`src/rtl/model_matrix_stream_transmitter.sv`:
```
// Buffers a matrix and streams it row-major, one element per consumer request,
// with per-element and per-row strobes for the A-side of the matrix-vector product.
module model_matrix_stream_transmitter #(
  parameter int unsigned DATA_SIZE    = 64,
  parameter int unsigned CONTROL_SIZE = 4,
  parameter int unsigned MAX_I        = 4,
  parameter int unsigned MAX_J        = 4,
  parameter int unsigned INDEX_SIZE   = 2
) (
  input  logic                  clk,
  input  logic                  rst_n,
  input  logic                  start,
  output logic                  ready,
  input  logic [DATA_SIZE-1:0]  size_i_in,
  input  logic [DATA_SIZE-1:0]  size_j_in,
  input  logic                  write_enable,
  input  logic [INDEX_SIZE-1:0] write_i,
  input  logic [INDEX_SIZE-1:0] write_j,
  input  logic [DATA_SIZE-1:0]  write_data,
  input  logic                  data_next,
  output logic [DATA_SIZE-1:0]  data_out,
  output logic                  data_out_i_enable,
  output logic                  data_out_j_enable
);

  localparam int unsigned RowW = (MAX_I > 1) ? $clog2(MAX_I) : 1;
  localparam int unsigned ColW = (MAX_J > 1) ? $clog2(MAX_J) : 1;
  localparam logic [INDEX_SIZE:0] IdxOne = 1;
  localparam logic [DATA_SIZE-1:0] SizeOne = 1;

  // CONTROL_SIZE exists only for parameter-list compatibility across the codebase.
  if (CONTROL_SIZE == 0) begin : g_no_control
  end

  typedef enum logic [1:0] {StStarter, StOutput, StWait} state_e;

  state_e                 state_q, state_d;
  logic [INDEX_SIZE:0]    i_q, i_d, j_q, j_d;
  logic [DATA_SIZE-1:0]   si_q, si_d, sj_q, sj_d;
  logic [DATA_SIZE-1:0]   data_q, data_d;
  logic                   ready_q, ready_d;
  logic                   en_i_q, en_i_d, en_j_q, en_j_d;
  logic [DATA_SIZE-1:0]   buffer_q [MAX_I][MAX_J];

  logic bad_size, row_last, col_last, write_ok;

  assign bad_size = (size_i_in == '0) || (size_j_in == '0) ||
                    (size_i_in > DATA_SIZE'(MAX_I)) || (size_j_in > DATA_SIZE'(MAX_J));
  assign row_last = DATA_SIZE'(i_q) == (si_q - SizeOne);
  assign col_last = DATA_SIZE'(j_q) == (sj_q - SizeOne);
  assign write_ok = write_enable && (32'(write_i) < MAX_I) && (32'(write_j) < MAX_J);

  // Reads see the pre-edge contents, so a same-edge write lands after the read.
  always_ff @(posedge clk or negedge rst_n) begin
    if (!rst_n) begin
      for (int r = 0; r < int'(MAX_I); r++) begin
        for (int c = 0; c < int'(MAX_J); c++) begin
          buffer_q[r][c] <= '0;
        end
      end
    end else if (write_ok) begin
      buffer_q[write_i[RowW-1:0]][write_j[ColW-1:0]] <= write_data;
    end
  end

  always_comb begin
    state_d = state_q;
    i_d     = i_q;
    j_d     = j_q;
    si_d    = si_q;
    sj_d    = sj_q;
    data_d  = data_q;
    ready_d = 1'b0;
    en_i_d  = 1'b0;
    en_j_d  = 1'b0;
    unique case (state_q)
      StStarter: begin
        if (start) begin
          si_d = size_i_in;
          sj_d = size_j_in;
          i_d  = '0;
          j_d  = '0;
          if (bad_size) begin
            ready_d = 1'b1;
          end else begin
            state_d = StOutput;
          end
        end
      end
      StOutput: begin
        data_d  = buffer_q[i_q[RowW-1:0]][j_q[ColW-1:0]];
        en_j_d  = 1'b1;
        en_i_d  = (j_q == '0);
        state_d = StWait;
      end
      StWait: begin
        if (data_next) begin
          if (row_last && col_last) begin
            ready_d = 1'b1;
            state_d = StStarter;
          end else begin
            if (col_last) begin
              j_d = '0;
              i_d = i_q + IdxOne;
            end else begin
              j_d = j_q + IdxOne;
            end
            state_d = StOutput;
          end
        end
      end
      default: state_d = StStarter;
    endcase
  end

  always_ff @(posedge clk or negedge rst_n) begin
    if (!rst_n) begin
      state_q <= StStarter;
      i_q     <= '0;
      j_q     <= '0;
      si_q    <= '0;
      sj_q    <= '0;
      data_q  <= '0;
      ready_q <= 1'b0;
      en_i_q  <= 1'b0;
      en_j_q  <= 1'b0;
    end else begin
      state_q <= state_d;
      i_q     <= i_d;
      j_q     <= j_d;
      si_q    <= si_d;
      sj_q    <= sj_d;
      data_q  <= data_d;
      ready_q <= ready_d;
      en_i_q  <= en_i_d;
      en_j_q  <= en_j_d;
    end
  end

  assign ready             = ready_q;
  assign data_out          = data_q;
  assign data_out_i_enable = en_i_q;
  assign data_out_j_enable = en_j_q;

endmodule

```
`config.mk`:
```
export PLATFORM = sky130hd
export DESIGN_NAME = model_matrix_stream_transmitter
export DESIGN_NICKNAME = d
export VERILOG_FILES = /design/src/rtl/model_matrix_stream_transmitter.sv
export SDC_FILE = /design/constraint.sdc
export NUM_CORES = 2
export LEC_CHECK = 0
export CORE_UTILIZATION = 49
export DETAILED_ROUTE_END_ITERATION = 10
export GPL_TIMING_DRIVEN = 0
export PLACE_DENSITY = 0.78
export REMOVE_ABC_BUFFERS = 1
export SLEW_MARGIN = 40
export SYNTH_ARGS = -nofsm -noshare
export SYNTH_HDL_FRONTEND = slang
export SYNTH_SLANG_ARGS = --single-unit
```
`constraint.sdc`:
```
create_clock -name clk -period 4.18 [get_ports clk]
set_input_delay 0.836 -clock clk [delete_from_list [all_inputs] [get_ports clk]]
set_output_delay 0.836 -clock clk [all_outputs]
set_load 0.02 [all_outputs]
```
==> flow_summary.ini <==
[floorplan]
initial_core_util = 0.493
chipHeight_um = 338
die-area_mm2 = 0.114
core_area_mm2 = 0.112
rows = 123
die_x_um = 338
io_pins = 268

[detailed_routing]
ant_nets = 0
routed_wl_mm = 140
drc = 0
via_per_inst = 6.01
dr_total_vias = 33100
first_iter_violations = 2315
dr.pass1.iters = 7
wl_per_cell_um = 25.5

[critical_path]
r2r_cells = 11
arrival_ns = 4.67
r2r-start = sj_q[2]$_DFFE_PN0P_
path_max_fanout = 6
criticalPathCategory = reg -> reg
critPathSlowestCell = or4_1
crit_required_ns = 4.80
worstSetupEndpointType = flip-flop
reg2reg_to = i_q[2]$_DFFE_PN0P_
critPathLaunchType = flip-flop
path_cells = nor4_4 > nand2_1 > or4_1 > or3_1 > xnor2_1 > or4_1 > nor4_4 > buf_4 > a21boi_2 > o211ai_2 > mux2_4
r2r_slack_ns = 0.13
slowest_delay_ns = 0.67

[pwr]
peakVddDrop_mv = 0.419
p_switching_mw = 10.4
netSwitchingFraction = 0.277
p_total_mw = 37.7
p_leak_nw = 27.5
power_frac_comb = 0.217
clkPwrFrac = 0.326
internal_power_mw = 27.2
share_seq_of_total_power = 0.457
power_density_mw_per_mm2 = 564

[placed_design]
hpwl_mm = 92.6
place_area_mm2 = 0.0620
pre_cts_slack_ns = -0.476
gp_congestion = 0.922
port_buffers = 267

[min_path]
hold_depth = 2
hold_start = data_out[45]$_DFFE_PN0P_
hold_end = data_out[45]$_DFFE_PN0P_
hp-class = reg -> reg

[clock_tree]
cts_sinks = 1227
clockBufferDepth = 3
clkLatencyLatePin_ns = 0.74
htree_levels = 4
cts.clk_slew.worst_paths_ns = 0.06
cts_tree = built
cts_root_buf = clkbuf_16
cts_buffers = 134

[final_layout]
fin_nets = 4109
mostFrequentLayoutCell = dfrtp_1
fin_util = 0.594
area.growth.synth_to_final_pct = 20.5
fillers = 8252
fin_area_mm2 = 0.0668
drive_gt1_frac = 0.471
final_cell_mix = dfrtp_1 (1222), mux2_2 (1143), mux4_2 (320)

[synthesis]
ys_ff_latch = 1227
synth.distinct_cells = 62
yosysTopAreaCell = dfrtp_1
seq_area_frac_synth = 0.554
synth_cells = 3612
synthFlopType = dfrtp_1
ys_warn_count = 0
async_flop_share = 1.00
synth_area_mm2 = 0.0554
synth_edf_count = 0
syn_avg_cell_area_um2 = 15.3
synth_top_area_frac = 0.554
synth_area_leaders = dfrtp_1 (55%), mux2_2 (23%), mux4_2 (13%), clkbuf_1 (1.6%), nand2_1 (1.6%)

[timing]
setup_viol = 0
maxSlewHeadroom = 0.454
tightest_slew_ns = 0.818
hold_viol = 0
skew_ns = 0.0367
fmax_mhz = 247
layout_setup_ws_ns = 0.133
post-route-min-period_ns = 4.05
period_share = 0.968
slew_violations = 0

[run_status]
outcome = complete, no violations

[global_routing]
grt_pass1_vias = 36200
antenna_found_initial = 15
grt_max_degree = 116
grt_pass1_wl_mm = 221
grt_overflow = 0
track_usage = 0.251

[flow_run]
cap_violations = 0
## area by class of cell
type	count	area [um^2]	area share
sequential	1227	30700	0.460
multi-input combinational	2095	23800	0.357
timing repair buffer	431	5660	0.0847
clock buffer	199	3950	0.0592
tap	1500	1880	0.0281
clock inverter	41	677	0.0101
inverter	14	67.6	0.00101
antenna	7	17.5	0.000262
## power by group through the flow
stage	Sequential, mW	Clock, mW	Combinational [mW]
after floorplan	16.8	0	5.17
after global placement	16.9	0	7.05
after detailed placement	17.3	0	8.12
after CTS	17.2	12.5	8.24
after global routing	17.6	13.0	8.83
final	17.2	12.3	8.17
## per-layer routing
layer / up-vias / global-route usage / wire length, um
met5: - / 0 / 129
met4: 20 / 0.0909 / 4140
met3: 287 / 0.0505 / 8440
met1: 17800 / 0.343 / 59600
li1: 14100 / - / -
met2: 929 / 0.401 / 68100
## sequential cells by signal (all words and copies together) (netlist names)
signal,flops
state_q,2
data_out,64
data_out_i_enable,1
ready,1
data_out_j_enable,1
sj_q,64
i_q,3
j_q,3
si_q,64
buffer_q,1024
## worst max path at each step
stage,endpoint,cells after the start,slack (ns),from
finish,i_q[2]$_DFFE_PN0P_,11,0.13,sj_q[2]$_DFFE_PN0P_
CTS,i_q[2]$_DFFE_PN0P_,11,0.003,si_q[46]$_DFFE_PN0P_
global route,i_q[2]$_DFFE_PN0P_,11,-0.07,si_q[2]$_DFFE_PN0P_
detailed placement,i_q[2]$_DFFE_PN0P_,10,-0.48,sj_q[7]$_DFFE_PN0P_
global placement,buffer_q[311]$_DFFE_PN0P_,1,-52.71,rst_n
floorplan,i_q[0]$_DFFE_PN0P_,3,-7.71,start
## stage by stage
| stage | std cells | hold WS (ns) | setup TNS, ns |
|---|---|---|---|
| floorplan | 3336 | 0.461 | -1570.41 |
| global placement | 5103 | 0.460 | - |
| detailed placement | 5258 | 0.462 | -2.20 |
| CTS | 5506 | 0.478 | 0 |
| global route | 5511 | 0.500 | -0.0684 |
| finish | 5514 | 0.470 | 0 |
## worst max-delay path: cells and delay by family (launching register included)
| kind | cells | cell delay (ns) |
|---|---|---|
| compound gates | 2 | 0.26 |
| buf+inv | 1 | 0.19 |
| flops | 1 | 0.48 |
| simple gates | 6 | 2.57 |
| mux | 1 | 0.31 |
| xor+xnor | 1 | 0.13 |
## cell families (layout without fill, tap and decap cells)
family | after synthesis | in the layout | share of synthesized area
fa+ha+maj | 5 | 5 | 0.00113
buf+inv | 290 | 685 | 0.0197
mux | 1467 | 1467 | 0.363
xor+xnor | 33 | 33 | 0.00522
simple gates | 519 | 519 | 0.0478
other cells | 0 | 7 | 0
compound gates | 71 | 71 | 0.00901
flops | 1227 | 1227 | 0.554
## repair_timing
| action | in CTS | in global routing |
|---|---|---|
| resized for setup | 8 | 9 |
| hold endpoints to repair | 7 | 0 |
| setup endpoints to repair | 7 | 5 |
| pin swaps | 8 | 7 |
| hold buffers | 1 | 0 |
| setup buffers | 7 | 1 |
## synthesized netlist by cell type (7+ instances only)
cell and number:
buf_1 34, xnor2_1 16, xor2_1 17, nor4_1 74, or3_1 14, dfrtp_1 1227
nor2_1 44, nand3b_1 11, inv_1 14, or4_1 16, nand2_1 229, nor3b_1 7
a21oi_1 9, nand3_1 12, nand2b_1 12, mux4_2 320, nand4_1 22, clkbuf_1 241
mux2_2 1143, nor3_1 38, o21ai_0 21
Power figures use the tool's default switching activity.
